$ cat src/rtl/alu_ctrl_pkg.sv
// Shared ALU op codes and arbiter FSM state encoding.
package alu_ctrl_pkg;

  localparam logic [1:0] ALU_ADD   = 2'b00;
  localparam logic [1:0] ALU_XOR   = 2'b01;
  localparam logic [1:0] ALU_PASSB = 2'b10;
  localparam logic [1:0] ALU_SUB   = 2'b11;

  typedef enum logic [1:0] {
    S_IDLE = 2'b00,
    S_EXEC = 2'b01,
    S_RESP = 2'b10
  } state_t;

endpackage

$ cat src/rtl/alu_rr_arbiter_if.sv
// Request/response bus between two requesters, the consumer and the ALU arbiter.
interface alu_rr_arbiter_if #(
  parameter int WIDTH = 16
);
  logic [1:0]         req_valid;
  logic [1:0]         req_ready;
  logic [2*WIDTH-1:0] req_a;
  logic [2*WIDTH-1:0] req_b;
  logic [3:0]         req_op;
  logic               resp_valid;
  logic               resp_ready;
  logic               resp_id;
  logic [WIDTH-1:0]   resp_result;
  logic               resp_zero;

  modport master (
    output req_valid, req_a, req_b, req_op, resp_ready,
    input  req_ready, resp_valid, resp_id, resp_result, resp_zero
  );

  modport slave (
    input  req_valid, req_a, req_b, req_op, resp_ready,
    output req_ready, resp_valid, resp_id, resp_result, resp_zero
  );
endinterface

$ cat src/rtl/alu.sv
// Combinational WIDTH-bit ALU: add, xor, pass-B, sub (all modulo 2^WIDTH) with zero flag.
module alu
  import alu_ctrl_pkg::*;
#(
  parameter int WIDTH = 16
) (
  input  logic [WIDTH-1:0] a_i,
  input  logic [WIDTH-1:0] b_i,
  input  logic [1:0]       op_i,
  output logic [WIDTH-1:0] result_o,
  output logic             zero_o
);

  always_comb begin
    result_o = '0;
    case (op_i)
      ALU_ADD:   result_o = a_i + b_i;
      ALU_XOR:   result_o = a_i ^ b_i;
      ALU_PASSB: result_o = b_i;
      ALU_SUB:   result_o = a_i - b_i;
      default:   result_o = '0;
    endcase
  end

  assign zero_o = (result_o == '0);

endmodule

$ cat src/rtl/alu_rr_arbiter.sv
// Round-robin arbiter sharing one ALU between two requesters; IDLE -> EXEC -> RESP per op.
// Optional per-requester grant counters are built when ALU_ARB_STATS_EN is defined.
module alu_rr_arbiter
  import alu_ctrl_pkg::*;
#(
  parameter int WIDTH = 16
) (
  input  logic                  clk,
  input  logic                  rst,
  alu_rr_arbiter_if.slave       bus
`ifdef ALU_ARB_STATS_EN
  ,
  output logic [15:0]           grant_cnt0,
  output logic [15:0]           grant_cnt1
`endif
);

  state_t           state_q, state_d;
  logic             last_grant_q, last_grant_d;
  logic [WIDTH-1:0] a_q, a_d, b_q, b_d;
  logic [1:0]       op_q, op_d;
  logic             id_q, id_d;
  logic [WIDTH-1:0] result_q, result_d;
  logic             zero_q, zero_d;
  logic             resp_id_q, resp_id_d;

  logic             gnt_vld, gnt_id, accept;
  logic [WIDTH-1:0] alu_result;
  logic             alu_zero;

  // Contest goes to the requester that did not win last time.
  assign gnt_vld = |bus.req_valid;
  assign gnt_id  = (bus.req_valid == 2'b11) ? ~last_grant_q : bus.req_valid[1];
  assign accept  = (state_q == S_IDLE) && gnt_vld && !rst;

  alu #(.WIDTH(WIDTH)) u_alu (
    .a_i      (a_q),
    .b_i      (b_q),
    .op_i     (op_q),
    .result_o (alu_result),
    .zero_o   (alu_zero)
  );

  always_ff @(posedge clk) begin
    if (rst) begin
      state_q      <= S_IDLE;
      last_grant_q <= 1'b1;
      a_q          <= '0;
      b_q          <= '0;
      op_q         <= '0;
      id_q         <= 1'b0;
      result_q     <= '0;
      zero_q       <= 1'b0;
      resp_id_q    <= 1'b0;
    end else begin
      state_q      <= state_d;
      last_grant_q <= last_grant_d;
      a_q          <= a_d;
      b_q          <= b_d;
      op_q         <= op_d;
      id_q         <= id_d;
      result_q     <= result_d;
      zero_q       <= zero_d;
      resp_id_q    <= resp_id_d;
    end
  end

  always_comb begin
    state_d      = state_q;
    last_grant_d = last_grant_q;
    a_d          = a_q;
    b_d          = b_q;
    op_d         = op_q;
    id_d         = id_q;
    result_d     = result_q;
    zero_d       = zero_q;
    resp_id_d    = resp_id_q;
    case (state_q)
      S_IDLE: begin
        if (gnt_vld) begin
          a_d          = gnt_id ? bus.req_a[WIDTH +: WIDTH] : bus.req_a[0 +: WIDTH];
          b_d          = gnt_id ? bus.req_b[WIDTH +: WIDTH] : bus.req_b[0 +: WIDTH];
          op_d         = gnt_id ? bus.req_op[3:2] : bus.req_op[1:0];
          id_d         = gnt_id;
          last_grant_d = gnt_id;
          state_d      = S_EXEC;
        end
      end
      S_EXEC: begin
        result_d  = alu_result;
        zero_d    = alu_zero;
        resp_id_d = id_q;
        state_d   = S_RESP;
      end
      S_RESP: begin
        if (bus.resp_ready) state_d = S_IDLE;
      end
      default: state_d = S_IDLE;
    endcase
  end

  always_comb begin
    bus.req_ready   = 2'b00;
    bus.resp_valid  = (state_q == S_RESP);
    bus.resp_id     = resp_id_q;
    bus.resp_result = result_q;
    bus.resp_zero   = zero_q;
    if (accept) bus.req_ready = gnt_id ? 2'b10 : 2'b01;
  end

`ifdef ALU_ARB_STATS_EN
  logic [15:0] cnt0_q, cnt1_q;

  always_ff @(posedge clk) begin
    if (rst) begin
      cnt0_q <= '0;
      cnt1_q <= '0;
    end else if (accept) begin
      if (!gnt_id && cnt0_q != 16'hFFFF) cnt0_q <= cnt0_q + 16'd1;
      if (gnt_id && cnt1_q != 16'hFFFF)  cnt1_q <= cnt1_q + 16'd1;
    end
  end

  assign grant_cnt0 = cnt0_q;
  assign grant_cnt1 = cnt1_q;
`endif

endmodule

$ cat src/flat_wrapper.sv
// flat-port wrapper written by rule: the top's interface ports become plain ports
module alu_rr_arbiter_flat import alu_ctrl_pkg::*;
#(
  parameter int WIDTH = 16
)
  (clk, rst, bus_req_valid, bus_req_a, bus_req_b, bus_req_op, bus_resp_ready, bus_req_ready, bus_resp_valid, bus_resp_id, bus_resp_result, bus_resp_zero);
  alu_rr_arbiter_if #(.WIDTH(WIDTH)) bus_i ();
  input  logic clk;
  input  logic rst;
  input wire logic [$bits(bus_i.req_valid)-1:0] bus_req_valid;
  input wire logic [$bits(bus_i.req_a)-1:0] bus_req_a;
  input wire logic [$bits(bus_i.req_b)-1:0] bus_req_b;
  input wire logic [$bits(bus_i.req_op)-1:0] bus_req_op;
  input wire logic [$bits(bus_i.resp_ready)-1:0] bus_resp_ready;
  output wire logic [$bits(bus_i.req_ready)-1:0] bus_req_ready;
  output wire logic [$bits(bus_i.resp_valid)-1:0] bus_resp_valid;
  output wire logic [$bits(bus_i.resp_id)-1:0] bus_resp_id;
  output wire logic [$bits(bus_i.resp_result)-1:0] bus_resp_result;
  output wire logic [$bits(bus_i.resp_zero)-1:0] bus_resp_zero;
  assign bus_i.req_valid = bus_req_valid;
  assign bus_i.req_a = bus_req_a;
  assign bus_i.req_b = bus_req_b;
  assign bus_i.req_op = bus_req_op;
  assign bus_i.resp_ready = bus_resp_ready;
  assign bus_req_ready = bus_i.req_ready;
  assign bus_resp_valid = bus_i.resp_valid;
  assign bus_resp_id = bus_i.resp_id;
  assign bus_resp_result = bus_i.resp_result;
  assign bus_resp_zero = bus_i.resp_zero;
  alu_rr_arbiter #(.WIDTH(WIDTH)) u_core (.clk(clk), .rst(rst), .bus(bus_i));
endmodule
$ cat config.mk
export PLATFORM = sky130hd
export DESIGN_NAME = alu_rr_arbiter_flat
export DESIGN_NICKNAME = d
export VERILOG_FILES = /design/src/rtl/alu_ctrl_pkg.sv /design/src/rtl/alu_rr_arbiter_if.sv /design/src/rtl/alu.sv /design/src/rtl/alu_rr_arbiter.sv /design/src/flat_wrapper.sv
export SDC_FILE = /design/constraint.sdc
export NUM_CORES = 1
export LEC_CHECK = 0
export ABC_AREA = 1
export CAP_MARGIN = 30
export CORE_AREA = 2 2 92 94
export CTS_CLUSTER_SIZE = 12
export DETAILED_ROUTE_END_ITERATION = 10
export DIE_AREA = 0 0 94 96
export PLACE_DENSITY = 0.92
export SLEW_MARGIN = 20
export SYNTH_ARGS = -nofsm -noshare
export SYNTH_HDL_FRONTEND = slang
export SYNTH_SLANG_ARGS = --single-unit
$ cat constraint.sdc
create_clock -name clk -period 3 [get_ports clk]
set_clock_uncertainty 0.05 [all_clocks]
set_input_delay 0.75 -clock clk [delete_from_list [all_inputs] [get_ports clk]]
set_output_delay 0.75 -clock clk [all_outputs]
set_load 0.02 [all_outputs]
==> Implementation_results.wiki <==
{| class="wikitable"
! Metric !! Value
|-
| Result of the run || complete, no violations
|-
| Antenna violations before repair || 0
|-
| NumNets Final || between 800 and 900
|-
| WS Path Type || reg -> reg
|-
| Wire length of the first global-routing pass || 18.6 mm
|-
| Most common flop cell mapped by yosys || sky130_fd_sc_hd__dfxtp_1
|-
| Starting Density || approximately half
|-
| Yosys warning count || 0
|-
| Std cell rows || 33
|-
| Core Box Area || ~0.0081 mm²
|-
| Die span in x || between 90 and 100 µm
|-
| Placed Area || a little over 0.005 mm²
|-
| Time the final worst path needs with I/O delays and setup || between 2000 and 3000 ps
|-
| Max Fanout on Critical Path || 4
|-
| Routed via count divided by cell count || ~5.4
|-
| Number of antenna diodes || 0
|-
| Worst min-delay path category || reg -> reg
|-
| Total count of max-transition violations in the final report || 0
|-
| ANT nets after route || 0
|-
| Area added between synthesis and finish || 36.8%
|-
| Leading cell type in the layout, fill and taps excluded || sky130_fd_sc_hd__nand2_1
|-
| Normalized max-slew margin || just under 70%
|-
| Fmax || ~340 MHz
|-
| H-tree depth reported by CTS || 2
|-
| Fin area || about 0.0055 mm²
|-
| Largest cells by area after synthesis || sky130_fd_sc_hd__dfxtp_1 (28%), sky130_fd_sc_hd__nand2_1 (18%), sky130_fd_sc_hd__inv_1 (7.2%)
|-
| Most frequent cells in the layout || sky130_fd_sc_hd__nand2_1 (176), sky130_fd_sc_hd__clkdlybuf4s50_1 (91), sky130_fd_sc_hd__inv_1 (72)
|-
| Synth async-reset ratio || 0%
|-
| WL per Instance || about 14 µm
|-
| Top Ports || 94
|-
| CP Data Required Time || between 3000 and 4000 ps
|-
| Worst Path Arrival || roughly 3100 ps
|-
| Clock input transition at the sequential cells of the worst setup and hold paths || ~100 ps
|-
| Summed instance area of the synthesized netlist || approximately 0.0040 mm²
|-
| Category of the worst setup path launch point || flop
|-
| Weighted congestion at the end of routability-driven global placement || around 0.92
|-
| Master cell of the clock root buffer || sky130_fd_sc_hd__clkbuf_8
|-
| Setup repair after global routing missed its margin || true
|-
| Worst hold path startpoint || u_core.id_q
|-
| Detailed Routing Iterations Pass 1 || 5
|-
| Yosys top cell area share || between 20% and 30%
|-
| Final number of setup-violating endpoints || 0
|-
| Number of distinct library cells after synthesis || 35
|-
| Inserted Clock Buffers || 5
|-
| Die extent in y || 96 µm
|-
| Post-Route Setup TNS || 0 ps
|-
| Number of buffer cells added on primary ports || 93
|-
| Power Dens Cells || 563 mW/mm²
|-
| Start point of the critical path || u_core.b_q[1]
|-
| Detailed Place HPWL || 8.87 mm
|-
| Crit Reg-Reg Startpoint || u_core.b_q[1]
|-
| Total vias in the final route || approximately 4600
|-
| Critical path endpoint category || flop
|-
| Post-synthesis area per instance || roughly 6.2 µm²
|-
| Filler Cells Inserted || approximately 670
|-
| Via count of the first global-routing pass || between 4000 and 5000
|-
| Post-Route Hold Slack || 426 ps
|-
| GRT overflow || 0
|-
| Final clock period utilization by the worst path || 97.3%
|-
| Peak VDD IR || between 300 and 400 µV
|-
| Number of endpoints with negative hold slack in the final report || 0
|-
| Die footprint || 0.00902 mm²
|-
| Transition time of the tightest slew-check pin || just under 500 ps
|-
| Number of enable-type register cells in the synthesized netlist || 0
|-
| Largest net degree at the start of global routing || 69
|-
| Total DRC errors in the routed layout || 0
|-
| Fraction of layout cells with a size suffix above 1 || around 12%
|-
| Maximum clock insertion buffer count || 2
|-
| Synth Net Count || 742
|-
| Total wire length after detailed routing || roughly 12 mm
|-
| Count of max-cap constraint violations || 0
|-
| TritonCTS clock tree || built
|-
| Leakage power summed over all cells || 2.56 nW
|-
| Sinks on the clock net || 56
|-
| Seq cells post-synth || 56
|-
| Cells after synthesis || roughly 650
|-
| Total Routing Usage GR || about a quarter
|-
| Sequential area share after synthesis || 27.8%
|-
| DRC marker count from the first detailed-route iteration || just under 400
|-
| Insertion delay of the later-clocked pin in the worst-skew pair || 320 ps
|-
| Area leader, netlist || sky130_fd_sc_hd__dfxtp_1
|}
-- critical path: stages (launching register included) --
cell and delay [ps]:
sky130_fd_sc_hd__dfxtp_2 340, sky130_fd_sc_hd__inv_2 70, sky130_fd_sc_hd__ha_4 130, sky130_fd_sc_hd__inv_2 30, sky130_fd_sc_hd__nor2_2 80, sky130_fd_sc_hd__inv_2 60, sky130_fd_sc_hd__nor2_4 120, sky130_fd_sc_hd__nand3_2 90
sky130_fd_sc_hd__nand2_2 120, sky130_fd_sc_hd__o21ai_4 80, sky130_fd_sc_hd__nor2_2 120, sky130_fd_sc_hd__xor2_1 170, sky130_fd_sc_hd__ha_1 310, sky130_fd_sc_hd__nand2_1 110, sky130_fd_sc_hd__nand2_2 70, sky130_fd_sc_hd__o21bai_1 140
sky130_fd_sc_hd__a21oi_1 170, sky130_fd_sc_hd__a21oi_1 90, sky130_fd_sc_hd__o21ai_1 260, sky130_fd_sc_hd__nor2_1 70, sky130_fd_sc_hd__nand3_1 80, sky130_fd_sc_hd__a21oi_1 60
-- cells by family (layout without fill, tap and decap cells) --
group | after synthesis | in the layout | synth area share (%)
AND/OR/NAND/NOR | 293 | 293 | 30.0
AO/OA/AOI/OAI | 151 | 151 | 21.2
buffers and inverters | 111 | 213 | 10.8
flip-flops | 56 | 56 | 27.8
adder cells (fa/ha/maj) | 20 | 20 | 6.38
XOR/XNOR | 18 | 18 | 3.90
-- sequential cells by signal (all words and copies together) (netlist names) --
name,flops
u_core.bus.resp_id,1
u_core.a_q,16
u_core.b_q,16
u_core.id_q,1
u_core.last_grant_q,1
u_core.op_q,2
u_core.bus.resp_zero,1
u_core.state_q,2
u_core.bus.resp_result,16
-- synthesized netlist by cell type, types with 3 or more instances --
| library cell | count |
|---|---|
| sky130_fd_sc_hd__nor2_1 | 52 |
| sky130_fd_sc_hd__xor2_1 | 11 |
| sky130_fd_sc_hd__dfxtp_1 | 56 |
| sky130_fd_sc_hd__inv_1 | 78 |
| sky130_fd_sc_hd__a21oi_1 | 34 |
| sky130_fd_sc_hd__clkbuf_1 | 19 |
| sky130_fd_sc_hd__o21ai_0 | 55 |
| sky130_fd_sc_hd__nand2_1 | 189 |
| sky130_fd_sc_hd__xnor2_1 | 7 |
| sky130_fd_sc_hd__buf_2 | 7 |
| sky130_fd_sc_hd__nand3_1 | 35 |
| sky130_fd_sc_hd__nand4_1 | 3 |
| sky130_fd_sc_hd__o21ai_1 | 5 |
| sky130_fd_sc_hd__o22ai_1 | 4 |
| sky130_fd_sc_hd__o211ai_1 | 12 |
| sky130_fd_sc_hd__a31oi_1 | 34 |
| sky130_fd_sc_hd__ha_1 | 19 |
| sky130_fd_sc_hd__nor3_1 | 3 |
| sky130_fd_sc_hd__nand3b_1 | 5 |
-- worst paths after layout --
path	cells past startpoint	slack [ps]	to
worst max-delay path	21	80	u_core.bus.resp_zero
worst min-delay path	2	430	u_core.id_q
worst max register to register	21	80	u_core.bus.resp_zero
worst min register to register	2	430	u_core.id_q
-- stage by stage --
| stage | util (%) | cells | setup WS [ps] | total power [mW] |
|---|---|---|---|---|
| finish | 68.6 | 856 | 80.8 | 3.11 |
| global route | 68.6 | 856 | -163 | 3.33 |
| CTS | 66.0 | 852 | 10.1 | 2.95 |
| detailed placement | 64.5 | 844 | -97.0 | 2.44 |
| global placement | 64.5 | 844 | -130 | 2.41 |
| floorplan | - | 649 | 307 | 1.93 |
-- what timing repair did --
| action | CTS | global route |
|---|---|---|
| endpoints found under the setup margin | 4 | 8 |
| buffers inserted | 0 | 4 |
| gates resized for setup | 5 | 55 |
| pin swaps | 0 | 16 |
| hold buffers | 0 | 0 |
-- metal layers --
layer / vias up / global-route usage [%] / share of wire (%)
met2: 227 / 41.3 / 46
met3: 25 / 4.15 / 8.4
met4: 0 / 9.06 / 2.7
met5: - / 0 / 0
li1: 2325 / - / -
met1: 2070 / 34.3 / 43
-- where the power goes --
| part | switching [mW] | internal, mW | leakage, nW |
|---|---|---|---|
| logic | 0.994 | 0.683 | 2.04 |
| registers | 0.0982 | 0.836 | 0.464 |
| clock network | 0.247 | 0.253 | 0.0558 |
| total | 1.34 | 1.77 | 2.56 |
-- layout make-up --
cell class | count | area, µm² | area share [%]
clock buffer | 6 | 72.6 | 1.31
inverter | 82 | 312 | 5.64
tap | 105 | 131 | 2.38
clock inverter | 2 | 38.8 | 0.702
sequential | 56 | 1120 | 20.3
timing repair buffer | 123 | 1180 | 21.3
multi-input combinational | 482 | 2670 | 48.3
No activity file was read; power rests on OpenSTA's default activity.
==> RTL edit: new RTL, config.mk and constraints unchanged <==
The 3 states of `state_t` get a one-hot encoding in 3 bits.
--- a/src/rtl/alu_ctrl_pkg.sv
+++ b/src/rtl/alu_ctrl_pkg.sv
@@ -8,6 +8,6 @@
 
-  typedef enum logic [1:0] {
-    S_IDLE = 2'b00,
-    S_EXEC = 2'b01,
-    S_RESP = 2'b10
+  typedef enum logic [2:0] {
+    S_IDLE = 3'b001,
+    S_EXEC = 3'b010,
+    S_RESP = 3'b100
   } state_t;
Function: no difference found for any inputs over 10 cycles, from zero or initial values and one cycle with rst high; not proved beyond that.
==> RTL edit against the original RTL <==
- the flow now finishes with violations (setup timing)
- maximum frequency shrank 3.3%
- utilization grew 5.8 points
- worst setup slack lost 0.10 ns
- highest routed layer unchanged
- sequential cell count grew 1
- count of clock-buffer cells in the layout grew 3
- first-iteration DRC count grew 62%
- cell area grew 8.5%
- wire length grew 20%
- area after synthesis grew 5.4%
Power is not compared: it rests on default switching activity, and its combinational part moved more than twofold at a synthesized area within 25%.
==> RTL edit: results (changes against the original RTL) <==
Worst-Skew Late Latency -> 0.33 ns
Via/cell ratio -> 5.70 (+4.9%)
Placed Cells -> 891 (+5.6%)
Top_reg_cell synth -> dfxtp_1
DRT Wirelength -> 14.2 mm (+20%)
Hpwl dp -> 10.1 mm (+14%)
Post-CTS sizing -> 5 (unchanged)
Worst-path maximum fanout -> 3 (-1)
Synth cell count leaders -> 194 x nand2_1, 92 x a21oi_1, 88 x inv_1
Post-place instance area -> 5380 sq um (+3.5%)
Clk slew on worst S/H paths -> 0.08 ns (-0.02 ns)
Inserted Diodes -> 0 (unchanged)
Synth cell types -> 36 (+2.9%)
Max transition margin -> 62.0% (-5.3 points)
FF-to-FF End -> u_core.bus.resp_zero
Worst VDD drop -> 0.523 mV
Status -> finished with violations
Setup-failing EPs final -> 1 (+1)
Setup WS post-layout -> -0.0201 ns (-0.101 ns)
Failing checks -> setup timing
Router iterations before antenna repair -> 7 (+2)
First-pass GRT wire length -> 21.7 mm (+17%)
GRT Resource Usage Total -> 29.9% (+4.4 points)
Synth area leaders -> dfxtp_1 27%, nand2_1 17%, a21oi_1 11%
Worst Hold Launch -> u_core.id_q
Antenna violations before repair -> 0 (unchanged)
Sequential area share after synthesis -> 26.8% (-0.96 points)
Crit start category -> register
Non-filler cells, final -> 920 (+7.5%)
Clock Tree Buf Depth -> 2 (unchanged)
Worst hold-check path type -> reg -> reg
XOR/XNOR share of the synthesized area -> 3.50% (-0.41 points)
Proportion of synthesized area in mux cells -> 0% (unchanged)
Worst-case hold path end point -> u_core.id_q
Reg-to-Reg Start -> u_core.b_q[1]
Placer congestion estimate -> 0.931 (+0.94%)
PortBufs -> 93 (unchanged)
Syn_nets -> 787 (+6.1%)
Vias in the first global route -> 4677 (+16%)
Layout Nets -> 903 (+7.1%)
Synth warn -> 0 (unchanged)
Share of cells above drive strength 1 -> 18.0% (+5.7 points)
1st-iter DRT viols -> 631 (+62%)
Adder-cell share of the synthesized area -> 6.05% (-0.33 points)
Pint -> 0.00326 W
Hold path cells -> 2 (unchanged)
CTS H-tree lvls -> 3 (+1)
TritonCTS Buffers -> 9 (+4)
P_leak -> 2.82 nW
Root buf cell -> clkbuf_8
Largest net degree at the start of global routing -> 38 (-45%)
Post-synth ARST share -> 0% (unchanged)
Reg2Reg Depth -> 24 (+14%)
Post-CTS Setup Bufs -> 1 (+1)
Complex-gate fraction of the synthesized area -> 22.2% (+1.1 points)
Mean Syn Cell Area -> 6.14 sq um (-1.4%)
## RTL edit: cell count changes after synthesis, sizes merged, moves of 7 or more
cell	before	now
a21oi	35	93
a31oi	34	1
inv	80	96
nor2	55	44
nand3	36	44
nand2	191	198
## RTL edit: worst max-delay path by stage
stage	to	slack [ns]	cells after the start
finish	u_core.bus.resp_zero	-0.02	24
global route	u_core.bus.resp_zero	-0.17	24
CTS	u_core.bus.resp_zero	0.002	25
detailed placement	bus_req_ready[0]	-0.20	8
global placement	bus_req_ready[0]	-0.17	8
floorplan	bus_req_ready[0]	0.31	5
## RTL edit: power by group through the flow
stage	clock network (W)	logic, W	registers (W)
after floorplan	0	0.00290	0.00120
after global placement	0	0.00403	0.00120
after detailed placement	0	0.00413	0.00121
after CTS	0.000637	0.00420	0.00120
after global routing	0.000674	0.00567	0.00126
final	0.000635	0.00525	0.00125
## RTL edit: routing by layer
metal / vias to the layer above / wire length, um / GRT usage [%]
li1: 2484 / - / -
met3: 45 / 1150 / 3.76
met4: 0 / 464 / 10.1
met1: 2390 / 5930 / 39.8
met5: - / 0 / 0
met2: 322 / 6650 / 50.2
## RTL edit: critical path, cell delays in order, from the launching register on
cell and delay, ns:
dfxtp_2 0.33, inv_2 0.08, ha_4 0.13, inv_2 0.04, nor2_4 0.11, inv_2 0.06
nor2_4 0.12, nand3_2 0.08, nand2_2 0.11, nand2_4 0.09, a21oi_4 0.13, xor2_1 0.08
ha_1 0.35, nand2_1 0.08, inv_2 0.10, nand2_4 0.07, nor3_4 0.21, nand2_1 0.07
nand3_1 0.07, nand2_1 0.08, nand3_2 0.10, nand3_2 0.07, nor2_2 0.12, nand2_2 0.08
a21oi_2 0.13
## RTL edit: kinds of logic (layout without fill, tap and decap cells)
logic type / after synthesis / count (layout)
AND/OR/NAND/NOR: 301 / 301
AO/OA/AOI/OAI: 173 / 173
buffers and inverters: 126 / 247
flip-flops: 57 / 57
adder cells (fa/ha/maj): 20 / 20
XOR/XNOR: 17 / 17
## RTL edit: area by class of cell
cell class / instances / area, sq um
Multi-Input combinational cell: 511 / 2950
Timing Repair Buffer: 132 / 1220
Clock inverter: 7 / 46.3
Inverter: 98 / 372
Tap cell: 105 / 131
Clock buffer: 9 / 124
Timing Repair inverter: 1 / 5.00
Sequential cell: 57 / 1140
Fill cell: 584 / 2060
## RTL edit: stage by stage
stage          util (%)  TNS (ns)  hold slack [ns]  setup WS (ns)  power, W
4_1_cts            69.1         0            0.421        0.00159   0.00604
2_1_floorplan         -         0            0.379          0.310   0.00411
6_report           74.4   -0.0201            0.427        -0.0201   0.00714
3_5_place_dp       66.8    -0.404            0.404         -0.196   0.00535
3_3_place_gp       66.8    -0.296            0.402         -0.171   0.00523
5_1_grt            74.4    -0.390            0.450         -0.167   0.00761
